$ cat config.mk
export PLATFORM = sky130hd
export DESIGN_NAME = viterbi_frame_ctrl_flat
export DESIGN_NICKNAME = d
export VERILOG_FILES = /design/src/rtl/viterbi_frame_ctrl_if.sv /design/src/rtl/viterbi_frame_ctrl.sv /design/src/flat_wrapper.sv
export SDC_FILE = /design/constraint.sdc
export NUM_CORES = 1
export LEC_CHECK = 0
export BUFFER_PORTS_ARGS = -buffer_cell sky130_fd_sc_hd__buf_2
export CORE_UTILIZATION = 45
export CTS_CLUSTER_DIAMETER = 150
export DETAILED_ROUTE_END_ITERATION = 7
export PLACE_DENSITY = 0.7
export SYNTH_ARGS = -nofsm -noshare
export SYNTH_HDL_FRONTEND = slang
export SYNTH_SLANG_ARGS = --single-unit
$ cat constraint.sdc
create_clock -name clk -period 4.1 [get_ports clk]
set_input_delay 0.82 -clock clk [delete_from_list [all_inputs] [get_ports clk]]
set_output_delay 0.82 -clock clk [all_outputs]
set_load 0.01 [all_outputs]
$ cat src/rtl/viterbi_frame_ctrl_if.sv
// Valid/ready bit-source handshake between the test-pattern source (master)
// and viterbi_frame_ctrl (slave).
interface viterbi_frame_ctrl_if;
   logic srcValid;
   logic srcData;
   logic srcReady;

   modport master (output srcValid, output srcData, input srcReady);
   modport slave  (input srcValid, input srcData, output srcReady);
endinterface

$ cat src/rtl/viterbi_frame_ctrl.sv
// Frame sequencer for the encoder/channel/Viterbi chain: payload load, zero tail flush,
// optional decoder bit-error count (enabled by defining VITERBI_BER_CHECK_EN).
module viterbi_frame_ctrl #(
   parameter int FRAME_LEN = 64,
   parameter int TAIL_LEN  = 2,
   parameter int DEC_LAT   = 32
) (
   input  logic                    clk,
   input  logic                    rst,
   input  logic                    start_i,
   output logic                    busy_o,
   viterbi_frame_ctrl_if.slave     src,
   output logic                    enc_enable_o,
   output logic                    enc_data_o,
   input  logic                    dec_data_i,
   output logic                    frame_done_o,
   output logic [15:0]             err_count_o,
   output logic [15:0]             frame_count_o
);

   typedef enum logic [2:0] {IDLE, LOAD, TAIL, DRAIN, DONE} state_e;

   localparam logic [31:0] LAST_BIT  = 32'(FRAME_LEN - 1);
   localparam logic [31:0] LAST_TAIL = 32'(TAIL_LEN - 1);

   state_e      state_q;
   logic [31:0] cnt_q;
   logic        busy_q;
   logic        srcReady_q;
   logic        encEnable_q;
   logic        encData_q;
   logic        frameDone_q;
   logic [15:0] frameCount_q;
   logic        handshake;

`ifdef VITERBI_BER_CHECK_EN
   localparam logic [31:0] LAST_DRAIN = 32'(DEC_LAT - 1);

   logic               encTag_q;
   logic [DEC_LAT-1:0] tagPipe_q;
   logic [DEC_LAT-1:0] bitPipe_q;
   logic [15:0]        errAcc_q;
   logic [15:0]        errCount_q;
   logic               tapError;

   assign tapError    = tagPipe_q[DEC_LAT-1] && (dec_data_i != bitPipe_q[DEC_LAT-1]);
   assign err_count_o = errCount_q;
`else
   localparam int unusedDecLat = DEC_LAT;
   logic unusedDecData;

   assign unusedDecData = dec_data_i;
   assign err_count_o   = 16'd0;
`endif

   assign handshake     = src.srcValid && srcReady_q;
   assign busy_o        = busy_q;
   assign src.srcReady  = srcReady_q;
   assign enc_enable_o  = encEnable_q;
   assign enc_data_o    = encData_q;
   assign frame_done_o  = frameDone_q;
   assign frame_count_o = frameCount_q;

   // Encoder strobes and frame_done default low each cycle; states re-assert them as needed.
   always_ff @(posedge clk) begin
      if (rst) begin
         state_q      <= IDLE;
         cnt_q        <= '0;
         busy_q       <= 1'b0;
         srcReady_q   <= 1'b0;
         encEnable_q  <= 1'b0;
         encData_q    <= 1'b0;
         frameDone_q  <= 1'b0;
         frameCount_q <= '0;
`ifdef VITERBI_BER_CHECK_EN
         encTag_q     <= 1'b0;
         tagPipe_q    <= '0;
         bitPipe_q    <= '0;
         errAcc_q     <= '0;
         errCount_q   <= '0;
`endif
      end else begin
         encEnable_q <= 1'b0;
         encData_q   <= 1'b0;
         frameDone_q <= 1'b0;
`ifdef VITERBI_BER_CHECK_EN
         encTag_q     <= 1'b0;
         tagPipe_q[0] <= encEnable_q && encTag_q;
         bitPipe_q[0] <= encData_q;
         for (int k = DEC_LAT - 1; k > 0; k--) begin
            tagPipe_q[k] <= tagPipe_q[k-1];
            bitPipe_q[k] <= bitPipe_q[k-1];
         end
         if (tapError && (errAcc_q != 16'hFFFF)) begin
            errAcc_q <= errAcc_q + 16'd1;
         end
`endif
         case (state_q)
            IDLE: begin
               cnt_q <= '0;
`ifdef VITERBI_BER_CHECK_EN
               errAcc_q <= '0;
`endif
               if (start_i) begin
                  state_q    <= LOAD;
                  busy_q     <= 1'b1;
                  srcReady_q <= 1'b1;
               end
            end
            LOAD: begin
               if (handshake) begin
                  encEnable_q <= 1'b1;
                  encData_q   <= src.srcData;
`ifdef VITERBI_BER_CHECK_EN
                  encTag_q    <= 1'b1;
`endif
                  if (cnt_q == LAST_BIT) begin
                     state_q    <= TAIL;
                     srcReady_q <= 1'b0;
                     cnt_q      <= '0;
                  end else begin
                     cnt_q <= cnt_q + 32'd1;
                  end
               end
            end
            TAIL: begin
               encEnable_q <= 1'b1;
               encData_q   <= 1'b0;
               if (cnt_q == LAST_TAIL) begin
                  cnt_q <= '0;
`ifdef VITERBI_BER_CHECK_EN
                  state_q <= DRAIN;
`else
                  state_q     <= DONE;
                  frameDone_q <= 1'b1;
`endif
               end else begin
                  cnt_q <= cnt_q + 32'd1;
               end
            end
`ifdef VITERBI_BER_CHECK_EN
            // The last payload bit reaches the compare tap before this wait expires.
            DRAIN: begin
               if (cnt_q == LAST_DRAIN) begin
                  cnt_q       <= '0;
                  state_q     <= DONE;
                  frameDone_q <= 1'b1;
               end else begin
                  cnt_q <= cnt_q + 32'd1;
               end
            end
`endif
            DONE: begin
               state_q      <= IDLE;
               busy_q       <= 1'b0;
               frameCount_q <= frameCount_q + 16'd1;
`ifdef VITERBI_BER_CHECK_EN
               errCount_q   <= errAcc_q;
`endif
            end
            default: begin
               state_q <= IDLE;
            end
         endcase
      end
   end

endmodule
$ cat src/flat_wrapper.sv
// flat-port wrapper written by rule: the top's interface ports become plain ports
module viterbi_frame_ctrl_flat 
#(
   parameter int FRAME_LEN = 64,
   parameter int TAIL_LEN  = 2,
   parameter int DEC_LAT   = 32
)
  (clk, rst, start_i, busy_o, enc_enable_o, enc_data_o, dec_data_i, frame_done_o, err_count_o, frame_count_o, src_srcValid, src_srcData, src_srcReady);
  viterbi_frame_ctrl_if src_i ();
  input  logic clk;
  input  logic rst;
  input  logic start_i;
  output logic busy_o;
  output logic enc_enable_o;
  output logic enc_data_o;
  input  logic dec_data_i;
  output logic frame_done_o;
  output logic [15:0] err_count_o;
  output logic [15:0] frame_count_o;
  input wire logic [$bits(src_i.srcValid)-1:0] src_srcValid;
  input wire logic [$bits(src_i.srcData)-1:0] src_srcData;
  output wire logic [$bits(src_i.srcReady)-1:0] src_srcReady;
  assign src_i.srcValid = src_srcValid;
  assign src_i.srcData = src_srcData;
  assign src_srcReady = src_i.srcReady;
  viterbi_frame_ctrl #(.FRAME_LEN(FRAME_LEN), .TAIL_LEN(TAIL_LEN), .DEC_LAT(DEC_LAT)) u_core (.clk(clk), .rst(rst), .start_i(start_i), .busy_o(busy_o), .src(src_i), .enc_enable_o(enc_enable_o), .enc_data_o(enc_data_o), .dec_data_i(dec_data_i), .frame_done_o(frame_done_o), .err_count_o(err_count_o), .frame_count_o(frame_count_o));
endmodule
==> flow_summary_export.csv <==
group,metric,value,unit
outcome,status,"finished, final reports clean",
route,dr_total_vias,2768,
worst_setup_path,critPathRequiredTime,4.35,ns
worst_setup_path,worst-path-buf-inv,0,
worst_setup_path,cp-end-kind,"register",
synthesis,syn_area,0.00315,mm2
synthesis,synth_edf_count,0,
final_layout,drive_above_1_share,0.134,
timing,min_period_over_period,0.603,
clock_network,clkLatencyLatePin,0.32,ns
timing,holdWs,0.488,ns
worst_setup_path,crit_arrival,2.72,ns
worst_setup_path,cp-start-kind,"register",
synthesis,synth_compound_area_frac,0.180,
placed_design,placed_area,0.00319,mm2
timing,rsz0062_at_grt,"no",
grt,overflow,0,
floorplanning,die_w,85.7,um
route,first_pass_iters,4,
route,drc,0,
floorplanning,rows,30,
synthesis,synth_mux_area_frac,0.00636,
synthesis,ys_seq_elements,56,
synthesis,synth_xor_area_frac,0.0389,
worst_setup_path,endpoint,"u_core.cnt_q[14]",
grt,antenna_found_initial,0,
floorplanning,die-area,0.00734,mm2
grt,grt_max_degree,28,
clock_network,clockRootBuffer,"clkbuf_8",
worst_setup_path,r2r-start,"u_core.cnt_q[0]",
power,powerDensity,286,mW/mm2
floorplanning,io_pins,43,
timing,max_freq,405,MHz
worst_setup_path,path_class,"register to register",
timing,setup_violations,0,
clock_network,clockBufferDepth,2,
synthesis,synthArstFlopShare,0,
floorplanning,start_util,0.464,
route,wl_per_cell,13.7,um
synthesis,netlist_top_cells_count,"dfxtp_1, nand2_1, nor2_1, a21oi_1, nand3_1",
worst_setup_path,cp_slowest_cell,"o21ai_4",
placed_design,port_buffers,25,
worst_setup_path,rr_worst_depth,7,
synthesis,synthCells,381,
timing,drv_slew,0,
placed_design,gp_congestion,0.825,
power,ir_drop,0.000200,V
route,initialDrtViolationCount,179,
timing,worst_slew_pin_slew,0.855,ns
worst_setup_path,critPathTopFamily,"simple AND/OR/NAND/NOR gates",
synthesis,synth_top_family_by_area,"simple AND/OR/NAND/NOR gates",
floorplanning,core_area,0.00679,mm2
grt,grt_pass1_vias,2384,
timing,period_minus_slack,2.47,ns
worst_setup_path,slowest_delay,0.54,ns
synthesis,synth_area_leaders,"dfxtp_1, buf_4, nand2_1",
route,avgViaCountPerCell,5.64,
timing,hold_viol_final,0,
synthesis,yosysUniqueCellTypes,59,
route,ant_nets,0,
final_layout,final_util,0.484,
clock_network,post-cts-setup-buffers,0,
final_layout,area_growth,4.37,%
synthesis,yosysWarnings,0,
synthesis,avgSynthCellArea,8.27,um2
synthesis,yosys.area.top_type,"dfxtp_1",
synthesis,yosysMostFrequentCell,"dfxtp_1",
worst_setup_path,r2r_slack,1.63,ns
synthesis,synth_fa_ha_area_frac,0.0119,
synthesis,yosysSeqAreaShare,0.356,
timing,tns,0,ns
worst_setup_path,cp.depth,7,
clock_network,cts_tree,"done",
final_layout,design_area,0.00329,mm2
floorplanning,fp.dieH,85.7,um
clock_network,cts.sinks,56,
route,routed_wl,6.74,mm
grt,grt_usage,0.189,
clock_network,cts.clk_slew.worst_paths,0.11,ns
timing,clock-skew-final,0.00991,ns
run,drv_cap,0,
synthesis,synth_ff_type,"dfxtp_1",
timing,max_slew_margin,0.430,
synthesis,yosysTopAreaCellShare,0.356,
final_layout,final_nets,403,
worst_setup_path,r2r_end,"u_core.cnt_q[14]",
placed_design,hpwl,4.71,mm
worst_setup_path,crit_chain,"ha_1 > and4_2 > a21oi_1 > nor2_1 > o21ai_4 > or4b_1 > a31oi_1",
worst_setup_path,critPathMaxFanout,25,
worst_setup_path,setup.worst_path.start,"u_core.cnt_q[0]",
clock_network,ctsHoldBuffers,0,
clock_network,cts_buffers,5,
power,p_leak,1.16,nW
clock_network,ctsResizeCount,0,
synthesis,yosys.area_share.simple,0.300,
hold_path,min_path_type,"register to register",
grt,grt_pass1_wl,11.3,mm
clock_network,htreeDepth,2,
final_layout,diodes,0,
==> cells by family after synthesis <==
kind of cell	count (synthesis)
compound gates	84
xor+xnor	14
fa+ha+maj	3
buf+inv	52
flops	56
mux	2
other cells	1
simple gates	169
==> layout make-up <==
type                            count  area (um2)
Sequential cell                    56        1120
Clock buffer                        5        68.8
Timing Repair Buffer               27         140
Inverter                           16        60.1
Clock inverter                      3        25.0
Fill cell                         677        3510
Tap cell                           96         120
Multi-Input combinational cell    288        1750
==> where the power goes <==
part	switching, mW	internal, mW	total (mW)
clock	0.198	0.125	0.324
sequential	0.00502	0.547	0.552
combinational	0.0473	0.0176	0.0648
==> how the worst min path moves through the flow <==
stage / startpoint / endpoint / slack [ns] / depth (start not counted)
6_report: u_core.frame_count_o[15] / u_core.frame_count_o[15] / 0.49 / 2
5_1_grt: u_core.cnt_q[31] / u_core.cnt_q[31] / 0.51 / 1
4_1_cts: u_core.cnt_q[31] / u_core.cnt_q[31] / 0.49 / 1
3_5_place_dp: u_core.cnt_q[31] / u_core.cnt_q[31] / 0.47 / 1
3_3_place_gp: u_core.frame_count_o[15] / u_core.frame_count_o[15] / 0.47 / 2
2_1_floorplan: u_core.cnt_q[31] / u_core.cnt_q[31] / 0.45 / 1
==> worst register-to-register path, cell delays in order (launching register included) <==
cell and delay [ns]:
dfxtp_1 0.38, ha_1 0.29, and4_2 0.30, a21oi_1 0.15, nor2_1 0.08, o21ai_4 0.54
or4b_1 0.51, a31oi_1 0.16
==> per-layer routing <==
layer / track usage / up-vias / wire length, um
li1: - / 1392 / -
met1: 0.267 / 1291 / 3230
met3: 0.0289 / 10 / 321
met5: 0 / - / 0
met4: 0.0591 / 0 / 124
met2: 0.298 / 75 / 3070
==> metrics by stage <==
stage / cells / power [mW] / setup slack, ns
after floorplan: 396 / 0.628 / 2.12
after global placement: 483 / 0.627 / 1.52
after detailed placement: 483 / 0.629 / 1.53
after CTS: 491 / 0.954 / 1.64
after global routing: 491 / 0.974 / 1.46
final: 491 / 0.940 / 1.63
==> sequential cells by signal, summed over array words and instances, names as in the netlist <==
signal                cells
u_core.frame_done_o       1
u_core.enc_data_o         1
u_core.frame_count_o     16
u_core.state_q            3
u_core.busy_o             1
u_core.cnt_q             32
u_core.enc_enable_o       1
u_core.src.srcReady       1
==> placed cells by master, fill, tap and decap left out, types with 3 or more instances in the layout <==
| cell type | instances |
|---|---|
| dfxtp_1 | 56 |
| nand2_1 | 39 |
| nor2_1 | 29 |
| a21oi_1 | 28 |
| buf_2 | 25 |
| nand3_1 | 23 |
| conb_1 | 16 |
| inv_1 | 15 |
| o21ai_0 | 13 |
| nand4_1 | 11 |
| xor2_1 | 11 |
| nor3_1 | 10 |
| or3_1 | 10 |
| and3_1 | 10 |
| nor4_1 | 9 |
| a311oi_1 | 8 |
| a31oi_1 | 8 |
| a211oi_1 | 5 |
| clkbuf_8 | 5 |
| nand2b_1 | 4 |
| and4_1 | 3 |
| a41oi_1 | 3 |
| o21a_1 | 3 |
| o32ai_1 | 3 |
| xnor2_1 | 3 |
| ha_1 | 3 |
No activity file was read; power rests on OpenSTA's default activity.
